--- config.mk ---
export PLATFORM = sky130hd
export DESIGN_NAME = shiftreg_debounce
export DESIGN_NICKNAME = d
export VERILOG_FILES = /design/src/rtl/shiftreg_debounce.sv
export SDC_FILE = /design/constraint.sdc
export NUM_CORES = 1
export LEC_CHECK = 0
export ABC_AREA = 1
export CAP_MARGIN = 40
export CORE_MARGIN = 4
export CORE_UTILIZATION = 34
export CTS_BUF_LIST = sky130_fd_sc_hd__clkbuf_2 sky130_fd_sc_hd__clkbuf_4 sky130_fd_sc_hd__clkbuf_8
export DETAILED_ROUTE_END_ITERATION = 7
export GPL_TIMING_DRIVEN = 0
export SLEW_MARGIN = 40
export SYNTH_ARGS = -nofsm -noshare
export SYNTH_HDL_FRONTEND = slang
export SYNTH_SLANG_ARGS = --single-unit
--- constraint.sdc ---
create_clock -name clk -period 2 [get_ports clk]
set_input_delay 0.2 -clock clk [delete_from_list [all_inputs] [get_ports clk]]
set_output_delay 0.2 -clock clk [all_outputs]
set_load 0.03 [all_outputs]
--- src/rtl/shiftreg_debounce.sv ---
// Debounces the parallel frame from the shiftreg chain. A value must differ from the
// published state for FILTER consecutive frames before it is accepted.
// The optional stale watchdog is enabled by defining SHIFTREG_DEBOUNCE_STALE_EN.
module shiftreg_debounce #(
  parameter int WIDTH   = 8,
  parameter int FILTER  = 3,
  parameter int TIMEOUT = 1000000
) (
  input  logic             clk,
  input  logic             rst,
  input  logic             load,
  input  logic [WIDTH-1:0] data_in,
  output logic [WIDTH-1:0] state,
  output logic [WIDTH-1:0] rise,
  output logic [WIDTH-1:0] fall,
  output logic             frame,
  output logic             stale
);

  localparam logic [31:0] FILTER_EFF = (FILTER < 1) ? 32'd1 : 32'(FILTER);
  localparam int          CW         = ($clog2(FILTER + 1) < 1) ? 1 : $clog2(FILTER + 1);

  logic             load_q;
  logic             tick;
  logic             primed;
  logic [WIDTH-1:0] snap;
  logic [CW-1:0]    cnt   [WIDTH];
  logic [CW-1:0]    cnt_n [WIDTH];
  logic [WIDTH-1:0] state_n;
  logic [WIDTH-1:0] rise_n;
  logic [WIDTH-1:0] fall_n;

  // Per-bit filter decision for the snapshotted frame.
  always_comb begin
    state_n = state;
    rise_n  = '0;
    fall_n  = '0;
    for (int i = 0; i < WIDTH; i++) begin
      cnt_n[i] = cnt[i];
      if (snap[i] == state[i]) begin
        cnt_n[i] = '0;
      end else if (32'(cnt[i]) + 32'd1 >= FILTER_EFF) begin
        state_n[i] = snap[i];
        cnt_n[i]   = '0;
        rise_n[i]  = snap[i];
        fall_n[i]  = ~snap[i];
      end else begin
        cnt_n[i] = cnt[i] + 1'b1;
      end
    end
  end

  always_ff @(posedge clk) begin
    if (rst) begin
      load_q <= 1'b1;
      tick   <= 1'b0;
      primed <= 1'b0;
      snap   <= '0;
      state  <= '0;
      rise   <= '0;
      fall   <= '0;
      frame  <= 1'b0;
      for (int i = 0; i < WIDTH; i++) cnt[i] <= '0;
    end else begin
      load_q <= load;
      tick   <= load_q & ~load;
      if (load_q && !load) snap <= data_in;
      frame  <= tick;
      rise   <= '0;
      fall   <= '0;
      if (tick) begin
        // The first frame after reset is taken as-is so the state starts out valid.
        if (!primed) begin
          state  <= snap;
          primed <= 1'b1;
          for (int i = 0; i < WIDTH; i++) cnt[i] <= '0;
        end else begin
          state <= state_n;
          rise  <= rise_n;
          fall  <= fall_n;
          for (int i = 0; i < WIDTH; i++) cnt[i] <= cnt_n[i];
        end
      end
    end
  end

`ifdef SHIFTREG_DEBOUNCE_STALE_EN
  localparam logic [31:0] TIMEOUT_W = 32'(TIMEOUT);

  logic [31:0] idle_cnt;
  logic        stale_q;

  // Watchdog: saturating idle counter, cleared whenever a frame is evaluated.
  always_ff @(posedge clk) begin
    if (rst) begin
      idle_cnt <= '0;
      stale_q  <= 1'b1;
    end else begin
      if (tick)                      idle_cnt <= '0;
      else if (idle_cnt < TIMEOUT_W) idle_cnt <= idle_cnt + 32'd1;
      if (tick)                               stale_q <= 1'b0;
      else if (idle_cnt == TIMEOUT_W - 32'd1) stale_q <= 1'b1;
    end
  end

  assign stale = stale_q;
`else
  assign stale = 1'b0;
`endif

endmodule

Word-level counts from Yosys, hierarchy flattened

Memories as Yosys holds them, arrays and structs flattened.
Index checks and enable logic that the tools add are counted.

Memories: 1
Bits of input ports: 11
Bits in writable memories: 16
Bits in registers: 36
Output and inout bits: 26
Logic and storage cells: 191

Memories:

| name | depth | bits a word | rd ports | clocked after Yosys merged registers in | wr ports | RTL line | source |
|---|---|---|---|---|---|---|---|
| cnt  | 8     | 2           | 8        | 0                                       | 8        | 27       | `logic [CW-1:0] cnt [WIDTH];` |

Eq/ne operators: 24
Add/subtract/negate cells: 16
Reductions and logical operators: 18
Order comparisons: 8
Bitwise gates (word level): 36
Multiplexer cells: 59

Operators with widths:

| cell                  | number |
|---|---|
| $mux W2               | 32 |
| $reduce_or A5 Y1      | 8 |
| $mux W1               | 26 |
| $add A2 B1 Y3 const B | 8 |
| $ge A3 B2 Y1 const B  | 8 |
| $reduce_and A3 Y1     | 8 |
| $not A1 Y1            | 19 |
| $add A2 B1 Y2 const B | 8 |
| $ne A2 B1 Y1 const B  | 8 |
| $ne A2 B2 Y1 const B  | 8 |
| $or A1 B1 Y1          | 16 |
| $eq A1 B1 Y1          | 8 |
| $mux W8               | 1 |
| $and A1 B1 Y1         | 1 |
| $logic_and A1 B1 Y1   | 1 |
| $logic_not A1 Y1      | 1 |

Longest topological paths before layout

Gate-level depths: netlist of the first run.

Depth in word-level cells: 6
Depth in mapped cells: 8
Gate-level depth less buffers: 8

Worst setup path after synthesis of the first run

No wires, ideal clock.

Path kind: register -> register
Start: memory cnt[1][6] (netlist bit)
End: register state[7]
Library setup time: 0.115 ns
Path buffers: 0
Clock period less this slack: 1.145 ns
Required time: 1.885 ns
Arrival time: 1.030 ns
Slack: 0.855 ns
Stages on the path, launching flop included: 8
Cell sequence: edfxtp_1 > ha_1 > nor2_1 > nor2_1 > nand2_1 > nand3_1 > nand2_1 > nor2_1

RTL lines:

| what                 | RTL line | source |
|---|---|---|
| from (decl)          | 27       |  |
| to (signal assigned) | 74       | `state <= snap;` |
| to (signal assigned) | 78       | `state <= state_n;` |
| to (decl)            | 13       | `output logic [WIDTH-1:0] state,` |

==> flow_metrics.tcl, run 1 <==
set metrics [dict create \
    status "complete, no violations" \
    post_cts_buffers 0 \
    fmax_mhz 630 \
    crit_required_ns 2.00 \
    holdBufCountCts 0 \
    die_w_um 90.2 \
    vias 1794 \
    met1_usage 0.147 \
    cp_slowest_cell "clkdlybuf4s50_1" \
    synthCells 266 \
    cp-start-kind "input pin" \
    antenna_found_initial 0 \
    seq_area_frac_synth 0.514 \
    cap_violations 0 \
    grt_max_degree 16 \
    min_period_ns 1.59 \
    hold_viol 0 \
    first_iter_violations 86 \
    first_pass_iters 5 \
    core_region_area_um2 6460 \
    setup_viol 0 \
    drive_above_1_share 0.0682 \
    drtAntennaViolNets 0 \
    avgSynthCellArea_um2 8.64 \
    place_congestion 0.711 \
    path_cells "clkdlybuf4s50_1 > inv_1 > buf_2 > buf_2 > nand2_1" \
    grt.busiest_layer "met2" \
    end_kind "flip-flop" \
    ioPinCount 37 \
    leakage_nw 1.21 \
    area_growth_pct 22.9 \
    cts_made_buffers 5 \
    grt-ovfl-total 0 \
    initial_core_util 0.356 \
    portBuffers 35 \
    n_antenna_cell 0 \
    syn_nets 291 \
    fin_util 0.437 \
    hold_path_class "in2reg" \
    grt_use_met2 0.208 \
    crit_arrival_ns 1.59 \
    grt_util_all_layers 0.120 \
    synth_top_area_frac 0.331 \
    die-area_um2 8140 \
    synth-seq-cells 52 \
    cts.clk_slew.worst_paths_ns 0.09 \
    clk_path_buf_depth 2 \
    rsz0062_at_grt "no" \
    ir_drop_uv 333 \
    clock-sinks 52 \
    clk_latency_ns 0.30 \
    crit_fanout 10 \
    post-route-drc-count 0 \
    ys_warn_count 0 \
    drt_wl_total_um 4760 \
    grt_pass1_wl_um 7910 \
    fin_nets 333 \
    drv_slew 0 \
    finClkSkew_ns 0.0113 \
    max_stage_delay_ns 0.51 \
    dp_hpwl_um 3500 \
    yosys.area.top_type "dfxtp_1" \
    wl_per_cell_um 12.4 \
    cts_resized 0 \
    htreeDepth 2 \
    setup_tns_ns 0 \
    p_per_area_nw_per_um2 702 \
    row_count 29 \
    grt.met3_usage 0.0359 \
    die_h_um 90.2 \
    synth_cell_types 23 \
    vias_per_cell 4.66 \
    worst_path_most_repeated_cell "buf_2" \
    syn_area_um2 2300 \
    cts_tree "yes" \
    cts-root-buf "clkbuf_8" \
    fin_crit_sh 0.794 \
    grt_pass1_vias 1726 \
    critPathKind "in2reg" \
    whs_ns 0.462 \
    synth_area_leaders "dfxtp_1 33%, edfxtp_1 18%, ha_1 7.6%" \
]
[synth_stat cells, drive strengths merged]
cell type	number
nor2	45
nand2	43
dfxtp	38
inv	38
a21oi	17
edfxtp	14
ha	14
nand4	12
nand3	11
o21ai	10
buf	7
and2	5
nand3b	5
o211ai	5
a21boi	1
conb	1
[power breakdown]
part / leakage [nW] / switching (mW) / internal, mW
Sequential: 0.458 / 0.0385 / 1.12
Combinational: 0.706 / 0.153 / 0.0970
Clock: 0.0443 / 0.332 / 0.239
Total: 1.21 / 0.524 / 1.46
[kinds of logic after synthesis]
group / count (synthesis) / share of synthesized area
AND/OR/NAND/NOR: 121 / 0.245
flip-flops: 52 / 0.514
buffers and inverters: 45 / 0.0850
AO/OA/AOI/OAI: 33 / 0.0784
adder cells (fa/ha/maj): 14 / 0.0763
other: 1 / 0.00163
[area by class of cell]
| type | count | area [um^2] |
|---|---|---|
| clock buffers | 5 | 68.8 |
| multi-input cells | 169 | 921 |
| repair buffers | 35 | 350 |
| well taps | 77 | 96.3 |
| flip-flops and latches | 52 | 1180 |
| clock inverters | 2 | 11.3 |
| inverters | 38 | 143 |
| fillers | 655 | 3630 |
| plain buffers | 7 | 52.6 |
[stage by stage]
stage / setup slack, ns / cells / area [um^2] / power [mW]
3_5_place_dp: 0.0652 / 378 / 2740 / 1.44
2_1_floorplan: 0.855 / 266 / 2300 / 1.35
3_3_place_gp: 0.0592 / 378 / 2740 / 1.43
6_report: 0.412 / 385 / 2820 / 1.98
4_1_cts: 0.388 / 385 / 2820 / 2.01
5_1_grt: 0.263 / 385 / 2820 / 2.09
[worst paths after layout]
kind | start | end | slack, ns | cells after the start
worst max-delay path | rst | cnt[0][5] | 0.41 | 5
worst max register to register | primed | cnt[1][7] | 0.65 | 5
worst min register to register | snap[4] | fall[4] | 0.47 | 1
worst min-delay path | load | load_q | 0.46 | 3
[routing by layer]
metal	share of wire	wire (um)	up-vias
li1	-	-	936
met1	0.48	2280	822
met2	0.48	2280	32
met3	0.038	180	4
met4	0.0040	19	0
met5	0	0	-
[state kept, by name, summed over array words and instances, names as in the netlist]
signal,cells
state,8
snap,8
rise,8
fall,8
load_q,1
primed,1
frame,1
tick,1
cnt,16
[worst max-delay path: cells and delay by family]
kind | cells | cell delay [ns]
buffers and inverters | 4 | 1.15
and+or+nand+nor | 1 | 0.24
[cell usage in the layout (no fill, tap or decap), drive strengths merged]
cell type | synthesis | final
nor2 | 45 | 45
clkinv | 0 | 1
nand2 | 43 | 43
ha | 14 | 14
inv | 38 | 39
nand3 | 11 | 11
clkbuf | 0 | 5
a21oi | 17 | 17
a21boi | 1 | 1
nand3b | 5 | 5
edfxtp | 14 | 14
and2 | 5 | 5
nand4 | 12 | 12
o211ai | 5 | 5
o21ai | 10 | 10
buf | 7 | 7
conb | 1 | 1
clkdlybuf4s50 | 0 | 35
dfxtp | 38 | 38
No activity file was read; power rests on OpenSTA's default activity.
==> run 2, diff against run 1 <==
==> constraint.sdc (replaced) <==
create_clock -name clk -period 1.3 [get_ports clk]
set_input_delay 0.13 -clock clk [delete_from_list [all_inputs] [get_ports clk]]
set_output_delay 0.13 -clock clk [all_outputs]
set_load 0.03 [all_outputs]
==> flow_metrics.tcl, run 2 (synthesis gave the netlist of run 1 again) <==
set metrics [dict create \
    status "complete, no violations" \
    core_region_area_um2 6460 \
    path_delay_family "buffers and inverters" \
    portBuffers 35 \
    fmax_mhz 811 \
    crit_arrival_ns 1.10 \
    largest_register_ffs 16 \
    drive_above_1_share 0.129 \
    clk_latency_ns 0.30 \
    whs_path_depth 2 \
    path_buf_inv 1 \
    pwr-share-seq 0.582 \
    p_comb_frac 0.130 \
    p_total_mw 3.07 \
    clock-sinks 52 \
    die_h_um 90.2 \
    grt_pass1_wl_um 7900 \
    critPathKind "reg2out" \
    path_cells "dlygate4sd2_1" \
    crit_required_ns 1.17 \
    internal_power_mw 2.25 \
    end_kind "primary output" \
    drt_wl_total_um 4810 \
    row_count 29 \
    power_frac_clock 0.288 \
    die_w_um 90.2 \
    fin_nets 344 \
    min_period_ns 1.23 \
    grt_max_degree 16 \
    switchingPower_mw 0.818 \
    cts_tree "yes" \
    cts.clk_slew.worst_paths_ns 0.09 \
    switching_share 0.266 \
    max_stage_delay_ns 0.42 \
    cts_made_buffers 5 \
    holdBufCountCts 0 \
    clk_path_buf_depth 2 \
    layout_common_cells "41 x nand2_1, 40 x nor2_1, 36 x inv_1, 36 x dfxtp_1, 26 x dlygate4sd2_1" \
    cp_slowest_cell "dlygate4sd2_1" \
    dp.cells 378 \
    grt_pass1_vias 1726 \
    n_antenna_cell 0 \
    drv_slew 0 \
    vias 1818 \
    wl_per_cell_um 12.1 \
    dp_hpwl_um 3500 \
    final_common_cell "nand2_1" \
    largest_register "cnt" \
    ioPinCount 37 \
    initial_core_util 0.356 \
    htreeDepth 2 \
    post-route-drc-count 0 \
    layout.cells.non_filler 396 \
    worstRegToRegCells 6 \
    drtAntennaViolNets 0 \
    rsz0062_at_grt "yes" \
    cts-root-buf "clkbuf_8" \
    first_pass_iters 4 \
    first_iter_violations 71 \
    die-area_um2 8140 \
    setup_viol 0 \
    antenna_found_initial 0 \
    finClkSkew_ns 0.00941 \
    cap_violations 0 \
    hold_path_class "in2reg" \
    cp-start-kind "flip-flop" \
    leakage_nw 1.38 \
    crit_cells 1 \
    fin_crit_sh 0.949 \
    crit_fanout 3 \
    vias_per_cell 4.59 \
    ir_drop_uv 518 \
    grt-ovfl-total 0 \
    place_congestion 0.711 \
    p_per_area_nw_per_um2 1060 \
    hold_viol 0 \
    area_growth_pct 26.5 \
    grt_util_all_layers 0.120 \
]
run 2: changes by cell type in the layout (fill, tap and decap cells not counted), moves of 2 or more:
cell | previous run | this run
nor2_1 | 43 | 40
clkdlybuf4s50_1 | 35 | 9
buf_4 | 2 | 14
nor2_2 | 0 | 2
dfxtp_2 | 0 | 2
dfxtp_1 | 38 | 36
dlygate4sd2_1 | 0 | 26
buf_2 | 3 | 1
run 2: path summary, 6_finish.rpt:
kind | slack [ns] | startpoint | endpoint
max | 0.07 | state[4] | state[4]
min reg2reg | 0.47 | snap[1] | fall[1]
max reg2reg | 0.09 | primed | state[6]
min | 0.25 | rst | tick
run 2: metrics by stage:
step / TNS, ns / worst slack (ns) / hold WS [ns] / area (um^2) / util
finish: 0 / 0.0667 / 0.246 / 2910 / 0.450
detailed placement: -12.80 / -0.565 / 0.444 / 2740 / 0.425
global placement: -12.86 / -0.571 / 0.451 / 2740 / 0.425
floorplan: 0 / 0.155 / 0.202 / 2300 / -
global route: -0.0363 / -0.0154 / 0.253 / 2910 / 0.450
CTS: -0.00375 / -0.00375 / 0.249 / 2820 / 0.437
run 2: cell type report:
| class | instances | area, um^2 |
|---|---|---|
| fillers | 655 | 3550 |
| flip-flops and latches | 52 | 1180 |
| multi-input cells | 169 | 942 |
| repair buffers | 46 | 400 |
| inverters | 38 | 146 |
| well taps | 77 | 96.3 |
| clock buffers | 5 | 68.8 |
| plain buffers | 7 | 57.6 |
| clock inverters | 2 | 11.3 |
run 2: what timing repair did:
action / in CTS / in global routing
endpoints found under the setup margin: 44 / 19
resized for setup: 30 / 9
pin swaps: 1 / 3
setup buffers: 3 / 8
run 2: metal layers:
| layer | up-vias | GRT usage | share of wire |
|---|---|---|---|
| li1 | 960 | - | - |
| met2 | 31 | 0.208 | 0.47 |
| met3 | 5 | 0.0342 | 0.041 |
| met5 | - | 0 | 0 |
| met1 | 822 | 0.147 | 0.48 |
| met4 | 0 | 0.0268 | 0.0083 |
run 2: power by group through the flow:
stage | Combinational, mW | Sequential (mW) | Clock, mW
2_1_floorplan | 0.221 | 1.85 | 0
3_3_place_gp | 0.379 | 1.82 | 0
3_5_place_dp | 0.387 | 1.83 | 0
4_1_cts | 0.384 | 1.79 | 0.919
5_1_grt | 0.450 | 1.80 | 0.987
6_report | 0.399 | 1.79 | 0.884
==> variant 1 (settings of run 2) <==
The option `SHIFTREG_DEBOUNCE_STALE_EN` is turned on by a define.
--- a/src/rtl/shiftreg_debounce.sv
+++ b/src/rtl/shiftreg_debounce.sv
@@ -1,6 +1,8 @@
 // Debounces the parallel frame from the shiftreg chain. A value must differ from the
 // published state for FILTER consecutive frames before it is accepted.
 // The optional stale watchdog is enabled by defining SHIFTREG_DEBOUNCE_STALE_EN.
+`define SHIFTREG_DEBOUNCE_STALE_EN
+
 module shiftreg_debounce #(
   parameter int WIDTH   = 8,
   parameter int FILTER  = 3,
Formal check against the unedited RTL: not equivalent (a bounded check fails within 4 cycles, from zero or initial values and one cycle with rst high).
==> variant 1 against run 2 <==
The run now ends with negative setup slack left; highest routed layer unchanged; routed wire length increased by 95%; count of clock-buffer cells in the layout rose by 4; critical endpoint is now idle_cnt[13]; power grew 81%; utilization is 6.9 points higher; sequential cell count up 33; design area grew 88%; worst setup slack got worse by 0.28 ns; largest power group unchanged; synthesized area rose by 62%; sequential share of layout area down 6.4 points.
==> variant 1: results (changes against run 2) <==
| Metric | Value |
|---|---|
| Status | `finished, violations left` |
| Failing checks | `negative setup slack` |
| Vias in the first global route | `3160 (+83%)` |
| CP peak stage delay | `0.33 ns (-0.09 ns)` |
| DRT iter0 DRCs | `114 (+61%)` |
| Cts repair resizes | `120 (+300%)` |
| Syn Nets | `505 (+74%)` |
| GR Util met2 | `0.236 (+0.0277)` |
| First-pass GRT wire length | `14.5 mm (+83%)` |
| Seq/Total Area, Yosys | `0.494 (-0.0200)` |
| Arr. time, crit path | `1.77 ns (+0.67 ns)` |
| Reg2Reg Depth | `10 (+4)` |
| Cells after DPL | `651 (+72%)` |
| Final wirelength | `9.37 mm (+95%)` |
| I/O Buffers | `36 (+2.9%)` |
| Dpl hpwl | `5.86 mm (+67%)` |
| Final Skew | `0.0152 ns (+0.00575 ns)` |
| Post-CTS Setup Inserts | `14 (+11)` |
| Top cells by area, synth | `dfxtp_1 (38%), edfxtp_1 (11%), nor2_1 (9.8%)` |
| Synth cell types | `26 (+13%)` |
| GPL Wtd Cong | `0.891 (+25%)` |
| Post-Synth Adder-Cell Area | `0.0504 (-0.0259)` |
| WL met3 | `507 um (+160%)` |
| Setup TNS | `-4.67 ns (-4.67 ns)` |
| Worst-margin pin slew | `between 0.4 and 0.5 ns` |
| Cts bufs inserted | `9 (+4)` |
| H-tree depth | `3 (+1)` |
| Largest net degree at the start of global routing | `17 (+1)` |
| Clk_lat worst skew | `0.37 ns (+0.07 ns)` |
| XOR/XNOR Fraction of Synth Area | `0.0188 (+0.0188)` |
| Syn_area_per_cell | `7.78 um2 (-9.9%)` |
| Final cell count without fillers | `699 (+77%)` |
| Grt met3 use | `0.0332 (-0.00107)` |
| Slowest stage cell, crit path | `dfxtp_2` |
| Finish-stage setup viols | `42 (+42)` |
| Place WS | `-0.633 ns (-0.0686 ns)` |
| Synth Area in Compound Gates | `0.0735 (-0.00492)` |
| Setup ws final | `-0.215 ns (-0.281 ns)` |
| Proportion of layout cells with a drive suffix above 1 | `0.383 (+0.254)` |
| CP max FO | `10 (+7)` |
| Final net count | `583 (+69%)` |
| P_leak | `2.27 nW (+64%)` |
| DRT met1 WL | `3.99 mm (+74%)` |
| Vias per cell | `4.76 (+3.6%)` |
| M1 GR Usage | `0.170 (+0.0226)` |
| CP Launch Point | `idle_cnt[31]` |
| Top post-synthesis cells by count | `nor2_1 (97), dfxtp_1 (71), inv_1 (64)` |
==> variant 1: final cells by class <==
cell class,instances,area [um2]
fillers,957,5060
clock buffers,9,124
multi-input cells,312,2120
flip-flops and latches,85,1870
inverters,68,265
plain buffers,13,139
repair buffers,67,649
clock inverters,7,105
diodes,1,2.50
repair inverters,1,6.26
well taps,136,170
==> variant 1: worst paths after layout <==
check,slack (ns),to
max,-0.21,idle_cnt[13]
min,0.33,tick
max reg2reg,-0.21,idle_cnt[13]
min reg2reg,0.43,idle_cnt[30]
==> variant 1: worst max-delay path, delay by kind of cell, from the launching register on <==
| family | cells | cell delay [ns] |
|---|---|---|
| flops | 1 | 0.33 |
| buf+inv | 2 | 0.28 |
| simple gates | 7 | 0.69 |
| compound gates | 1 | 0.12 |
==> variant 1: power by group through the flow <==
stage	registers (mW)	clock network [mW]	logic, mW
after floorplan	2.89	0	0.217
after global placement	2.86	0	0.383
after detailed placement	2.87	0	0.394
after CTS	2.81	2.23	0.436
after global routing	2.84	2.33	0.613
final	2.83	2.16	0.558
==> variant 2 (settings of run 2) <==
Made on the original files. Register the inputs `load` and `data_in` before use. The logic sees them one clock later.
--- a/src/rtl/shiftreg_debounce.sv
+++ b/src/rtl/shiftreg_debounce.sv
@@ -19,6 +19,14 @@
 
   localparam logic [31:0] FILTER_EFF = (FILTER < 1) ? 32'd1 : 32'(FILTER);
   localparam int          CW         = ($clog2(FILTER + 1) < 1) ? 1 : $clog2(FILTER + 1);
+
+  logic load_r;
+  logic [WIDTH-1:0] data_q;
+
+  always_ff @(posedge clk) begin
+    load_r <= load;
+    data_q <= data_in;
+  end
 
   logic             load_q;
   logic             tick;
@@ -62,9 +70,9 @@
       frame  <= 1'b0;
       for (int i = 0; i < WIDTH; i++) cnt[i] <= '0;
     end else begin
-      load_q <= load;
-      tick   <= load_q & ~load;
-      if (load_q && !load) snap <= data_in;
+      load_q <= load_r;
+      tick   <= load_q & ~load_r;
+      if (load_q && !load_r) snap <= data_q;
       frame  <= tick;
       rise   <= '0;
       fall   <= '0;
Formal check against the unedited RTL: not equivalent (Yosys sat finds a counterexample within 4 cycles, from zero or initial values and one cycle with rst high).
==> variant 2 against run 2 <==
Synthesized area up 6.6%; power up 31%; clock power up 73%; worst setup slack worse by 0.020 ns; sequential cell count up 9; final cell count up 9.1%; via count up 6.0%; routed wire length up 1.4%; design area up 6.9%; largest power group unchanged; highest routed layer unchanged.
==> variant 2: results (changes against run 2) <==
| Metric | Value |
|---|---|
| Place WS | `-0.344 ns (+0.221 ns)` |
| Top cells by area, synth | `dfxtp_1 (38%), edfxtp_1 (17%), inv_1 (8.3%)` |
| Final net count | `356 (+3.5%)` |
| Seq/Total Area, Yosys | `0.556 (+0.0415)` |
| Synth cell types | `20 (-13%)` |
| First-pass GRT wire length | `7.94 mm (+0.52%)` |
| Cts bufs inserted | `9 (+4)` |
| Syn Nets | `309 (+6.2%)` |
| Post-Synth Adder-Cell Area | `0.0715 (-0.00475)` |
| Arr. time, crit path | `1.12 ns (+0.02 ns)` |
| Status | `finished, final reports clean` |
| Largest net degree at the start of global routing | `11 (-5)` |
| Filler cells | `718 (+9.6%)` |
| Clk_lat worst skew | `0.34 ns (+0.04 ns)` |
| Top post-synthesis cells by count | `inv_1 (54), dfxtp_1 (47), nand2_1 (43)` |
| Final Skew | `0.00776 ns (-0.00165 ns)` |
| CP max FO | `4 (+1)` |
| H-tree depth | `3 (+1)` |
| Placed cell areas | `2920 um2 (+6.4%)` |
| Proportion of layout cells with a drive suffix above 1 | `0.104 (-0.0244)` |
| Via Count | `1927 (+6.0%)` |
| Final cell count without fillers | `432 (+9.1%)` |
| GPL Wtd Cong | `0.800 (+12%)` |
| DRT iter0 DRCs | `113 (+59%)` |
| Vias in the first global route | `1759 (+1.9%)` |
| Synth Area in Compound Gates | `0.0623 (-0.0161)` |
| Final wirelength | `4.88 mm (+1.4%)` |
| Dpl hpwl | `3.40 mm (-2.8%)` |
| Total track usage | `0.121 (+0.00109)` |
| Cells after DPL | `415 (+9.8%)` |
| Clk slew on worst S/H paths | `0.06 ns (-0.03 ns)` |
| Worst VDD drop | `646 uV (+25%)` |
| I/O Buffers | `35 (unchanged)` |
## variant 2: cell count changes after synthesis, sizes merged, moves of 4 or more
cell    delta
o211ai     -4
nand3      +5
nand3b     -4
inv       +17
nor2       -6
dfxtp      +9
and2       -4
## variant 2: timing repair
item	4_1_cts	5_1_grt
cloned	0	0
setup buffers	0	1
gates resized for setup	25	19
pin swaps	0	0
endpoints found under the setup margin	25	36
endpoints found under the hold margin	0	0
## variant 2: routing by layer
layer / up-vias / track usage / part of all wire
met3: 13 / 0.0463 / 0.063
li1: 996 / - / -
met4: 0 / 0.0537 / 0.021
met1: 870 / 0.152 / 0.47
met5: - / 0 / 0
met2: 48 / 0.185 / 0.45
## variant 2: cell families (layout without fill, tap and decap cells)
kind of cell,count (synthesis),after routing
flops,61,61
buf+inv,61,113
simple gates,117,117
fa+ha+maj,14,14
compound gates,30,30
other cells,1,1
## variant 2: area by class of cell
type / instances / area share
multi-input combinational: 162 / 0.277
sequential: 61 / 0.439
inverter: 55 / 0.0673
clock inverter: 2 / 0.00322
clock buffer: 14 / 0.0560
tap: 96 / 0.0387
timing repair buffer: 36 / 0.104
buffer: 6 / 0.0149
## variant 2: power by group
part	total, mW	switching [mW]	internal, mW
Clock	1.53	0.679	0.854
Sequential	2.09	0.0626	2.03
Combinational	0.384	0.246	0.138
## variant 2: final timing paths
| check | from | endpoint | slack, ns | depth (start not counted) |
|---|---|---|---|---|
| worst max-delay path | state[1] | state[1] | 0.05 | 1 |
| worst min-delay path | data_in[4] | data_q[4] | 0.23 | 1 |
| worst max register to register | tick | cnt[0][3] | 0.05 | 2 |
| worst min register to register | load_r | load_q | 0.44 | 2 |
## variant 2: worst reg2reg max path, cell delays in order, from the launching register on
cell and delay [ns]:
dfxtp_2 0.35, nor2_1 0.37, inv_1 0.24
## variant 2: per-stage QoR
step	utilization	hold slack [ns]
final	0.450	0.229
after global routing	0.450	0.215
after CTS	0.445	0.213
after detailed placement	0.423	0.418
after global placement	0.423	0.411
after floorplan	-	0.158
